### src/rtl/load_store_unit.sv
// load_store_unit: memory stage of the RV32I core. Accepts one load or store at
// a time from execute and runs it as a single req/ack bus transaction. Returns
// aligned, sign/zero-extended load data to writeback. Reports misaligned,
// illegal-op and bus-timeout faults.
//
// Ports
//   pll_1_200MHz, system_reset : core clock, async active-high reset
//   req_*, mem_read/mem_write, funct3, address, store_data, rd : request from execute
//   resp_*                     : one-cycle completion toward writeback
//   bus_*                      : req/ack data bus (word addressed, byte strobes)
module load_store_unit #(
    parameter int unsigned TIMEOUT_CYCLES = 255
) (
    input  logic        pll_1_200MHz,
    input  logic        system_reset,
    input  logic        req_valid,
    output logic        req_ready,
    input  logic        mem_read,
    input  logic        mem_write,
    input  logic [2:0]  funct3,
    input  logic [31:0] address,
    input  logic [31:0] store_data,
    input  logic [4:0]  rd,
    output logic        resp_valid,
    output logic        resp_reg_write,
    output logic [4:0]  resp_rd,
    output logic [31:0] resp_data,
    output logic [1:0]  resp_fault,
    output logic        bus_req,
    output logic        bus_we,
    output logic [31:0] bus_addr,
    output logic [31:0] bus_wdata,
    output logic [3:0]  bus_wstrb,
    input  logic        bus_ack,
    input  logic [31:0] bus_rdata
);

    // Counter only needs to reach TIMEOUT_CYCLES-1.
    localparam int unsigned CNT_W   = (TIMEOUT_CYCLES > 1) ? $clog2(TIMEOUT_CYCLES) : 1;
    localparam int unsigned TO_LAST = (TIMEOUT_CYCLES == 0) ? 0 : TIMEOUT_CYCLES - 1;

    localparam logic [1:0] FAULT_OK      = 2'b00;
    localparam logic [1:0] FAULT_ALIGN   = 2'b01;
    localparam logic [1:0] FAULT_TIMEOUT = 2'b10;
    localparam logic [1:0] FAULT_ILLEGAL = 2'b11;

    typedef enum logic [1:0] {
        IDLE = 2'd0,
        BUS  = 2'd1,
        RESP = 2'd2
    } state_t;

    state_t           state_q;
    logic [CNT_W-1:0] cnt_q;
    logic [2:0]       funct3_q;
    logic [1:0]       lane_q;
    logic [4:0]       rd_q;
    logic             load_q;

    logic             is_load;
    logic             is_store;
    logic             illegal_op;
    logic             misaligned;
    logic [31:0]      wdata_c;
    logic [3:0]       wstrb_c;
    logic [7:0]       ld_byte;
    logic [15:0]      ld_half;
    logic [31:0]      ld_data;
    logic             timeout_hit;

    // Request decode: fault classification and store lane placement.
    always_comb begin
        is_load    = mem_read & ~mem_write;
        is_store   = mem_write & ~mem_read;
        illegal_op = (mem_read == mem_write)
                   || (is_load && ((funct3 == 3'd3) || (funct3[2:1] == 2'b11)))
                   || (is_store && (funct3 >= 3'd3));
        // funct3[1:0] gives the access size for both signed and unsigned loads.
        misaligned = ((funct3[1:0] == 2'b01) && address[0])
                   || ((funct3[1:0] == 2'b10) && (address[1:0] != 2'b00));
        wdata_c    = '0;
        wstrb_c    = '0;
        if (is_store) begin
            case (funct3[1:0])
                2'b00: begin
                    wdata_c = {4{store_data[7:0]}};
                    wstrb_c = 4'b0001 << address[1:0];
                end
                2'b01: begin
                    wdata_c = {2{store_data[15:0]}};
                    wstrb_c = address[1] ? 4'b1100 : 4'b0011;
                end
                default: begin
                    wdata_c = store_data;
                    wstrb_c = 4'b1111;
                end
            endcase
        end
    end

    // Load extract from the returned word using the captured lane and size.
    always_comb begin
        case (lane_q)
            2'd0:    ld_byte = bus_rdata[7:0];
            2'd1:    ld_byte = bus_rdata[15:8];
            2'd2:    ld_byte = bus_rdata[23:16];
            default: ld_byte = bus_rdata[31:24];
        endcase
        ld_half = lane_q[1] ? bus_rdata[31:16] : bus_rdata[15:0];
        case (funct3_q)
            3'd0:    ld_data = {{24{ld_byte[7]}}, ld_byte};
            3'd4:    ld_data = {24'd0, ld_byte};
            3'd1:    ld_data = {{16{ld_half[15]}}, ld_half};
            3'd5:    ld_data = {16'd0, ld_half};
            default: ld_data = bus_rdata;
        endcase
    end

    assign timeout_hit = (TIMEOUT_CYCLES != 0) && (cnt_q == CNT_W'(TO_LAST));

    // Control FSM with registered bus and response outputs.
    always_ff @(posedge pll_1_200MHz or posedge system_reset) begin
        if (system_reset) begin
            state_q        <= IDLE;
            cnt_q          <= '0;
            funct3_q       <= '0;
            lane_q         <= '0;
            rd_q           <= '0;
            load_q         <= 1'b0;
            req_ready      <= 1'b1;
            resp_valid     <= 1'b0;
            resp_reg_write <= 1'b0;
            resp_rd        <= '0;
            resp_data      <= '0;
            resp_fault     <= FAULT_OK;
            bus_req        <= 1'b0;
            bus_we         <= 1'b0;
            bus_addr       <= '0;
            bus_wdata      <= '0;
            bus_wstrb      <= '0;
        end else begin
            case (state_q)
                IDLE: begin
                    if (req_valid) begin
                        funct3_q  <= funct3;
                        lane_q    <= address[1:0];
                        rd_q      <= rd;
                        load_q    <= is_load;
                        req_ready <= 1'b0;
                        if (illegal_op || misaligned) begin
                            // Faulting request responds without a bus cycle.
                            state_q        <= RESP;
                            resp_valid     <= 1'b1;
                            resp_reg_write <= 1'b0;
                            resp_rd        <= rd;
                            resp_data      <= '0;
                            resp_fault     <= illegal_op ? FAULT_ILLEGAL : FAULT_ALIGN;
                        end else begin
                            state_q   <= BUS;
                            cnt_q     <= '0;
                            bus_req   <= 1'b1;
                            bus_we    <= is_store;
                            bus_addr  <= {address[31:2], 2'b00};
                            bus_wdata <= wdata_c;
                            bus_wstrb <= wstrb_c;
                        end
                    end
                end
                BUS: begin
                    if (bus_ack || timeout_hit) begin
                        state_q    <= RESP;
                        bus_req    <= 1'b0;
                        bus_we     <= 1'b0;
                        bus_addr   <= '0;
                        bus_wdata  <= '0;
                        bus_wstrb  <= '0;
                        resp_valid <= 1'b1;
                        resp_rd    <= rd_q;
                        // An ack on the timeout edge still completes normally.
                        if (bus_ack) begin
                            resp_fault     <= FAULT_OK;
                            resp_reg_write <= load_q;
                            resp_data      <= load_q ? ld_data : 32'd0;
                        end else begin
                            resp_fault     <= FAULT_TIMEOUT;
                            resp_reg_write <= 1'b0;
                            resp_data      <= '0;
                        end
                    end else begin
                        cnt_q <= cnt_q + CNT_W'(1);
                    end
                end
                RESP: begin
                    state_q        <= IDLE;
                    req_ready      <= 1'b1;
                    resp_valid     <= 1'b0;
                    resp_reg_write <= 1'b0;
                    resp_rd        <= '0;
                    resp_data      <= '0;
                    resp_fault     <= FAULT_OK;
                end
                default: begin
                    state_q   <= IDLE;
                    req_ready <= 1'b1;
                end
            endcase
        end
    end

endmodule

### config.mk
export PLATFORM = sky130hd
export DESIGN_NAME = load_store_unit
export DESIGN_NICKNAME = d
export VERILOG_FILES = /design/src/rtl/load_store_unit.sv
export SDC_FILE = /design/constraint.sdc
export NUM_CORES = 1
export LEC_CHECK = 0
export ABC_AREA = 1
export CAP_MARGIN = 40
export CORE_UTILIZATION = 30
export CTS_CLUSTER_DIAMETER = 100
export DETAILED_ROUTE_END_ITERATION = 10
export GPL_ROUTABILITY_DRIVEN = 0
export MAX_ROUTING_LAYER = met4
export PLACE_DENSITY = 0.61
export SYNTH_ARGS = -nofsm -noshare
export SYNTH_HDL_FRONTEND = slang
export SYNTH_SLANG_ARGS = --single-unit
### constraint.sdc
create_clock -name pll_1_200MHz -period 6.2 [get_ports pll_1_200MHz]
set_clock_uncertainty 0.1 [all_clocks]
set_input_delay 1.24 -clock pll_1_200MHz [delete_from_list [all_inputs] [get_ports pll_1_200MHz]]
set_output_delay 1.24 -clock pll_1_200MHz [all_outputs]
set_load 0.01 [all_outputs]
==> run metrics <==
status=complete, no violations; Post-Syn Instances=between 800 and 900; Resized cells post-CTS=0; most common library cell in the layout ignoring fill and taps=nand2_1; Final Setup Violations=0; CP startpoint kind=input pin; Seq/Total Area, Yosys=about 52%; final std cells w/o fill=1290; total number of vias=5984; FP Rows=52; CP endpoint kind=flip-flop; Layout area overhead=47.8%; Setup Buffers After CTS=0; Boundary Pins=222; Slew @ Worst Pin=between 800 and 900 ps; Syn Area/Cell=~8 µm²; fmax=about 250 MHz; I/O Buffers=219; Yosys warnings=0; fin crit share=between 60% and 70%; Slew HR=a little under half; nets=about 1100; Overall Power=around 3600 µW; die width=147 µm; routed wire length=19.7 mm; worst r2r src=state_q[1]$_DFFE_PP0P_; Max VDD drop=approximately 200 µV; Core Box Area=just over 20000 µm²; Seq cells post-synth=approximately 130; DR iter-0 viols=about 250; clock sinks=131; Hold Crit Class=flip-flop to flip-flop; number of global-route vias before repair=between 5000 and 6000; fin util=a little under half; Leakage=~0.0045 µW; drt first pass iters=5; Hold Violations, Final=0; CTS Root Cell=clkbuf_16; initial core utilization=between 30 and 40%; HP Start=bus_addr[8]$_DFFE_PP0P_; first-pass GRT wire length=about 31 mm; RSZ-0062 raised after global routing=false; count of cell types in the netlist=37; Area after DPL=roughly 8800 µm²; CP required=around 6400 ps; DP HPWL=around 14 mm; setup_tns=0 ps; layout cell share with drive strength beyond 1=around 7.4%; CP startpoint=funct3[1]; gr ovfl total=0; DP Cell Count=roughly 1300; ANT nets after route=0; initial antenna violation count=1; Final Critical Period=between 3000 and 4000 ps; pwr dens=roughly 380 nW/µm²; Via density=about 4.6; # DRC=0; MaxCap Viol Count=0; Crit Path Max Fanout=40; Total GRT Usage=a little under a fifth; clk slew on worst S/H paths=60 ps; fin area=~9400 µm²; TritonCTS clock tree=done; largest net degree at the start of global routing=90; WL/cell=15.2 µm; Die Area=~22000 µm²; Max Slew Vio Count=0; worst-skew pair later-pin latency=approximately 420 ps; CP Class=input pin to flip-flop; Fillers=~2100; CTS H-Tree Depth=4; Die Y=about 150 µm; CTS buffer count=17; leading cell types in the layout, fill and taps excluded=nand2_1, clkdlybuf4s50_1, dfrtp_1; Synth Cell Area=roughly 6300 µm²; # hold bufs at CTS=0; Longest Clk Path Bufs=2; Critical Path AT=between 4000 and 5000 ps
==> logic make-up after synthesis <==
group,synth area share (%)
AO/OA/AOI/OAI,12.0
XOR/XNOR,0.552
adder cells (fa/ha/maj),1.18
buffers and inverters,6.86
flip-flops,51.7
other,0.0591
AND/OR/NAND/NOR,27.7
==> routing by layer <==
metal  GRT usage (%)  up-vias  part of all wire, %
met5               -        -                    0
met4            7.99        0                  1.9
met3            6.02       28                  9.3
met2            27.6      251                   43
met1            24.8     2745                   46
li1                -     2960                    -
==> worst paths after layout <==
| check | endpoint | slack [ps] | cells after the start |
|---|---|---|---|
| max in group asynchronous | bus_addr[28]$_DFFE_PP0P_ | 3880 | 4 |
| min reg2reg | bus_addr[8]$_DFFE_PP0P_ | 370 | 2 |
| min | bus_addr[8]$_DFFE_PP0P_ | 370 | 2 |
| min in group asynchronous | resp_data[26]$_DFFE_PP0P_ | 980 | 2 |
| max reg2reg | bus_wdata[8]$_DFFE_PP0P_ | 3170 | 9 |
| max | bus_wdata[8]$_DFFE_PP0P_ | 2230 | 12 |
==> cell type report <==
class / instances / area (µm²) / share of cell area [%]
inverter: 67 / 256 / 2.73
clock inverter: 14 / 199 / 2.12
antenna: 1 / 2.50 / 0.0267
tap: 270 / 338 / 3.60
timing repair buffer: 223 / 2240 / 23.9
multi-input combinational: 567 / 2640 / 28.1
clock buffer: 17 / 425 / 4.54
sequential: 131 / 3280 / 35.0
==> power by group <==
group	internal (µW)	switching, µW
clock	678	407
sequential	1020	137
combinational	506	805
total	2210	1350
==> state kept, by name (all words and copies together), names as in the netlist, 2 cells and up <==
name	flops
bus_wdata	32
resp_data	32
bus_addr	30
rd_q	5
resp_rd	5
state_q	2
cnt_q	8
funct3_q	3
lane_q	2
bus_wstrb	4
resp_fault	2
==> worst max-delay path, cell delays in order <==
cell and delay, ps:
clkdlybuf4s50_1 680, inv_2 420, nand2_1 90, nand2_1 80
nand2_1 60, inv_2 50, nand2_1 60, nand2_1 110
nand3_2 630, buf_4 550, nand2_1 100, o21ai_1 60
==> synth_stat cells, drive strengths merged <==
cell type / number / share of area, %
nand2: 311 / 19
dfrtp: 130 / 51
o21ai: 98 / 8.3
inv: 67 / 4.0
nand3: 60 / 5.0
nor2: 37 / 2.6
clkbuf: 20 / 1.2
buf: 19 / 1.7
o22ai: 12 / 1.2
or2: 11 / 1.1
o21bai: 7 / 0.83
ha: 6 / 1.2
a21oi: 4 / 0.49
o211ai: 4 / 0.47
xor2: 4 / 0.55
nor3: 3 / 0.24
a21boi: 2 / 0.24
o21a: 2 / 0.24
a211oi: 1 / 0.12
a22oi: 1 / 0.12
a31oi: 1 / 0.099
conb: 1 / 0.059
dfstp: 1 / 0.41
nand4: 1 / 0.099
==> through the flow <==
| stage | worst slack [ps] | hold WS, ps |
|---|---|---|
| after floorplan | 1360 | 353 |
| after global placement | 1830 | 353 |
| after detailed placement | 1750 | 357 |
| after CTS | 2200 | 372 |
| after global routing | 1890 | 398 |
| final | 2230 | 369 |
Note: power is estimated with default switching activity, not from simulation.
